$ cat config.mk
export PLATFORM = sky130hd
export DESIGN_NAME = serial_frame_feeder
export DESIGN_NICKNAME = d
export VERILOG_FILES = /design/src/rtl/serial_frame_feeder.sv
export SDC_FILE = /design/constraint.sdc
export NUM_CORES = 1
export LEC_CHECK = 0
export BUFFER_PORTS_ARGS = -buffer_cell sky130_fd_sc_hd__buf_2
export CORE_MARGIN = 2
export CORE_UTILIZATION = 50
export CTS_BUF_LIST = sky130_fd_sc_hd__clkbuf_16
export CTS_CLUSTER_SIZE = 20
export DETAILED_ROUTE_END_ITERATION = 7
export HOLD_SLACK_MARGIN = 0.1
export PLACE_DENSITY = 0.79
export SYNTH_ARGS = -nofsm -noshare
export SYNTH_HDL_FRONTEND = slang
export SYNTH_SLANG_ARGS = --single-unit
$ cat constraint.sdc
create_clock -name clk -period 4 [get_ports clk]
set_input_delay 0.6 -clock clk [delete_from_list [all_inputs] [get_ports clk]]
set_output_delay 0.6 -clock clk [all_outputs]
set_load 0.02 [all_outputs]
$ cat src/rtl/serial_frame_feeder.sv
// serial_frame_feeder: parallel-to-serial stage ahead of the serial sequence detector.
// Words arrive over a valid/ready handshake and leave one bit per clock on SO. The
// final bit of a word can overlap with the accept of the next one, so consecutive words
// stream with no idle gap and a detector can match patterns that span a word boundary.
module serial_frame_feeder #(
    parameter int unsigned WIDTH     = 8,    // bits per word, 2..32
    parameter bit          MSB_FIRST = 1'b1, // 1: data_in[WIDTH-1] leaves first
    parameter bit          IDLE_BIT  = 1'b0  // SO level while no bit is valid
) (
    input  logic             clk,
    input  logic             rst,
    input  logic [WIDTH-1:0] data_in,
    input  logic             load_valid,
    output logic             load_ready,
    output logic             SO,
    output logic             bit_valid,
    output logic             last_bit,
    output logic             busy
);

    localparam int unsigned           CntW    = $clog2(WIDTH);
    localparam logic [CntW-1:0]       CntLast = CntW'(WIDTH - 1);
    // Register bit that is presented on SO.
    localparam int unsigned           OutIdx  = MSB_FIRST ? WIDTH - 1 : 0;

    typedef enum logic [0:0] {
        StIdle,
        StShift
    } state_e;

    state_e           state_q, state_d;
    logic [WIDTH-1:0] shreg_q, shreg_d;
    logic [CntW-1:0]  cnt_q, cnt_d;

    logic             at_last;
    logic             accept;
    logic [WIDTH-1:0] shreg_shifted;

    // Handshake: ready while idle, or while the last bit is on SO (zero-bubble reload).
    always_comb begin
        at_last    = (state_q == StShift) && (cnt_q == CntLast);
        load_ready = !rst && ((state_q == StIdle) || at_last);
        accept     = load_valid && load_ready;
    end

    // Shift toward the output bit; the vacated position fills with 0.
    always_comb begin
        shreg_shifted = '0;
        if (MSB_FIRST) begin
            shreg_shifted = {shreg_q[WIDTH-2:0], 1'b0};
        end else begin
            shreg_shifted = {1'b0, shreg_q[WIDTH-1:1]};
        end
    end

    // Next-state logic: load on accept, otherwise advance until the last bit then go idle.
    always_comb begin
        state_d = state_q;
        shreg_d = shreg_q;
        cnt_d   = cnt_q;
        unique case (state_q)
            StIdle: begin
                if (accept) begin
                    state_d = StShift;
                    shreg_d = data_in;
                    cnt_d   = '0;
                end
            end
            StShift: begin
                if (accept) begin
                    // Only possible on the last bit: back-to-back reload.
                    state_d = StShift;
                    shreg_d = data_in;
                    cnt_d   = '0;
                end else if (at_last) begin
                    state_d = StIdle;
                    shreg_d = shreg_shifted;
                    cnt_d   = '0;
                end else begin
                    shreg_d = shreg_shifted;
                    cnt_d   = cnt_q + 1'b1;
                end
            end
            default: begin
                state_d = StIdle;
                shreg_d = '0;
                cnt_d   = '0;
            end
        endcase
    end

    // State, shift register and bit counter; reset aborts any word in flight.
    always_ff @(posedge clk or posedge rst) begin
        if (rst) begin
            state_q <= StIdle;
            shreg_q <= '0;
            cnt_q   <= '0;
        end else begin
            state_q <= state_d;
            shreg_q <= shreg_d;
            cnt_q   <= cnt_d;
        end
    end

    // Outputs come straight from registers, so SO is stable for the whole cycle.
    always_comb begin
        bit_valid = (state_q == StShift);
        busy      = bit_valid;
        last_bit  = at_last;
        SO        = bit_valid ? shreg_q[OutIdx] : IDLE_BIT;
    end

endmodule

# [Word-level counts from Yosys, hierarchy flattened]
# Index checks and enable logic that the tools add are counted.
[totals] regBits=12 in_bits=11 output_inout_bits=5 elab_cells=24
[op_classes] add_sub_neg=1 eq_ne=2 muxes=12 n_bitwise=1 reduce_logical=5
[op_table] op="$mux W8" n=2
[op_table] op="$pmux W8 S2" n=1
[op_table] op="$mux W3" n=3
[op_table] op="$pmux W3 S2" n=1
[op_table] op="$mux W1" n=4
[op_table] op="$add A3 B1 Y3 const B" n=1
[op_table] op="$eq A3 B3 Y1 const B" n=1
[op_table] op="$logic_and A1 B1 Y1" n=3
[op_table] op="$ne A2 B2 Y1 const B" n=1
[op_table] op="$pmux W1 S2" n=1
[op_table] op="$logic_not A1 Y1" n=1
[op_table] op="$logic_or A1 B1 Y1" n=1
[op_table] op="$not A1 Y1" n=1

# [Longest topological paths before layout]
[logic_depth] ltp_word=7 mapped_depth=5 mapped_depth_nobuf=5

# [Least setup slack after synthesis]
# OpenSTA, ideal clock, no wires.
[synth_timing] kind="input-to-output" from="input port rst" to="output port load_ready" arrival_ps=1238 t_required_ps=3400 setup_slack_ps=2162 stages=2 n_path_buf=0 path_cell_list="inv_1 > and2_1"
[synth_between] elab_chain_cells=2
[synth_rtl] item="start, declared" line_no="11" source="input logic rst,"
[synth_rtl] item="$logic_not A1 Y1 (no source line)"
[synth_rtl] item="$logic_and A1 B1 Y1" line_no="42" source="load_ready = !rst && ((state_q == StIdle) || at_last);"
[synth_rtl] item="end, declared" line_no="14" source="output logic load_ready,"
# Every way passes these cells.

# [Final worst setup path]
[layout_timing] from="register cnt_q[0]" to="output port load_ready"
[layout_between] elab_chain_cells=4
[layout_rtl] item="start, declared" line_no="33" source="logic [CntW-1:0] cnt_q, cnt_d;"
[layout_rtl] item="start signal, assigned" line_no="101" source="cnt_q <= cnt_d;"
[layout_rtl] item="$eq A3 B3 Y1" line_no="41" source="at_last = (state_q == StShift) && (cnt_q == CntLast);"
[layout_rtl] item="$logic_and A1 B1 Y1" line_no="41"
[layout_rtl] item="$logic_or A1 B1 Y1" line_no="42"
[layout_rtl] item="$logic_and A1 B1 Y1" line_no="42"
# Every way passes these cells.

==> summary.md <==
| Metric | Value |
|---|---|
| Outcome | completed |
| Gr ovfl total | 0 |
| Pwr dens | 823 nW/µm² |
| Seq cells post-synth | 12 |
| Yosys warns | 0 |
| Slew margin rel. | 60.7% |
| DRC violations left | 0 |
| Flop pwr share | 35.2% |
| Die Width | 40.0 µm |
| Hold/Removal Path Class | in2async |
| Clk buf depth | 2 |
| Compound-gate portion of the synthesized area | 3.66% |
| Worst Clk Skew | 0.00186 ns |
| CTS tree | built |
| DP Area | 712 µm² |
| Vias in the first global route | 388 |
| Largest net degree at the start of global routing | 19 |
| Setup violators final | 0 |
| Post-synthesis mux area share | 28.3% |
| Hold Fails Final Rpt | 0 |
| Met2 Use GR | 28.6% |
| Area share of the largest cell type after synthesis | 46.2% |
| Crit end category | primary output |
| Initial Utilization | 56.2% |
| Sequential-to-total area share from yosys stat | 46.2% |
| Iter 0 DRT Violations | 7 |
| Mapped cell area | 649 µm² |
| Layout cell share with drive strength beyond 1 | 54.7% |
| Total Power | 0.647 mW |
| Clk slew on worst S/H paths | 0.04 ns |
| Met3 usage | 6.67% |
| Hold-fix buffers at CTS | 0 |
| Rows | 12 |
| Hold_ws | 0.409 ns |
| Largest cells by area after synthesis | dfrtp_1 46%, mux2_2 19%, mux2_4 9.2% |
| Commonest non-fill, non-tap cell in the layout | buf_2 |
| Power share of the clock group | 27.8% |
| Most frequent cells in the layout | 15 x buf_2, 12 x dfrtp_1, 11 x mux2_2 |
| Startpoint Class | register |
| Crit path required time | 3.40 ns |
| Diodes inserted | 0 |
| Vias post-DR | 408 |
| Area leader, netlist | dfrtp_1 |
| RR Startpoint | cnt_q[0]$_DFFE_PP0P_ |
| First-pass GRT wire length | 1.79 mm |
| Fillers | 88 |
| Skew-Pair Late Insertion Delay | 0.24 ns |
| Setup CP Type | reg2out |
| Global route hottest layer | met2 |
| Post-Synth Simple-Gate Area | 11.6% |
| Initial antenna violation count | 0 |
| Overall global routing resource usage | 18.9% |
| Crit. Startpoint | cnt_q[0]$_DFFE_PP0P_ |
| Final instance area | 787 µm² |
| Root buf cell | clkbuf_16 |
| Final cell count without fillers | 78 |
| P_leak | 0.410 nW |
| Crit path time final | 2.26 ns |
| Final Max Slew Viols | 0 |
| Unrepaired setup endpoints after global routing | no |
| Synth cell types | 16 |
| Post-synthesis area per instance | 13.3 µm² |
| # IOs | 16 |
| # resized after CTS | 0 |
| Placed insts | 75 |
| Syn Inst Count | 49 |
| Peak VDD IR | 0.000365 V |
| Max-cap violations | 0 |
| Internal power | 0.445 mW |
| PortBufs | 15 |
| Post-route ant nets | 0 |
| Psw | 0.202 mW |
| Total core area | 1160 µm² |
| Syn nets | 62 |
| Fraction of the cycle the final worst path needs | 56.4% |
| Nets | 79 |
| Final wirelength | 1.13 mm |
| Die area | 1600 µm² |
| CP Max Fanout | 5 |
| Postcts setup bufs | 0 |
| Die Y | 40.0 µm |
| P&R area growth vs syn | 21.2% |
| Adder-cell share of the synthesized area | 3.85% |
| Switching share of power | 31.2% |
| GP Congestion | 0.630 |
| GR Layer Usage met1 | 22.1% |
| Combinational share of power | 37.0% |
| Wire per inst | 14.5 µm |
| Pre-Repair DR Iteration Count | 2 |
| Critical path data arrival time | 1.66 ns |
| Tightest Pin Transition | 0.589 ns |
| H-tree depth | 1 |
| Inserted Clock Buffers | 3 |
| F_max | 0.443 GHz |
| Clock Sinks | 12 |
| Largest family of logic cells by synthesized area | multiplexers |
| Routed vias/inst | 5.23 |
| Final setup TNS | 0 ns |
| Xor and xnor area share after synthesis | 0% |
worst max-delay path, cell delays in order (launching register included):
cell and delay [ns]:
dfrtp_1 0.39, ha_1 0.21, ha_1 0.22, nand2b_2 0.25, and2_1 0.20, buf_2 0.15
cell type report:
class / count / area (µm²) / area share [%]
multi-input combinational: 31 / 308 / 39.1
sequential: 12 / 300 / 38.2
clock buffer: 3 / 75.1 / 9.54
timing repair buffer: 15 / 75.1 / 9.54
tap: 14 / 17.5 / 2.23
inverter: 3 / 11.3 / 1.43
cell usage after synthesis:
master    instances
ha_1              2
inv_1             3
buf_6             2
and2_1            3
nand2_1           3
buf_4             1
mux2_2           11
nand3_4           1
mux2_4            4
nand2b_1          1
nand2b_2          1
o32ai_1           2
and3_1            1
nor2b_1           1
o22ai_1           1
dfrtp_1          12
stage by stage:
stage	setup slack [ns]	util [%]
finish	1.74	68.1
global route	1.66	68.1
CTS	1.73	68.1
detailed placement	1.91	61.6
global placement	1.93	61.6
floorplan	2.16	-
sequential cells by signal (all words and copies together) (netlist names):
register and cells:
cnt_q 3, shreg_q 8, bit_valid 1
final timing paths:
path                                           to  slack, ns  cells past startpoint
max reg2reg                shreg_q[3]$_DFFE_PP0P_       2.24                      5
max                                    load_ready       1.74                      5
min reg2reg                  cnt_q[0]$_DFFE_PP0P_       0.50                      1
min in group clk             cnt_q[0]$_DFFE_PP0P_       0.50                      1
max in group asynchronous     bit_valid$_DFF_PP0_       3.22                      2
min                        shreg_q[7]$_DFFE_PP0P_       0.41                      2
per-layer routing:
layer  part of all wire [%]  wire length [µm]
met5                      0                 0
met3                    5.0                57
met1                     43               490
met2                     50               562
met4                    1.7                19
power groups by stage:
stage / sequential [mW] / clock, mW / combinational [mW]
3_5_place_dp: 0.227 / 0 / 0.235
3_3_place_gp: 0.224 / 0 / 0.231
4_1_cts: 0.226 / 0.184 / 0.244
2_1_floorplan: 0.204 / 0 / 0.230
6_report: 0.228 / 0.180 / 0.240
5_1_grt: 0.237 / 0.189 / 0.267
logic make-up after synthesis:
family	after synthesis
buffers and inverters	6
AND/OR/NAND/NOR	11
flip-flops	12
AO/OA/AOI/OAI	3
multiplexers	15
adder cells (fa/ha/maj)	2
(Power assumes the default switching activity.)
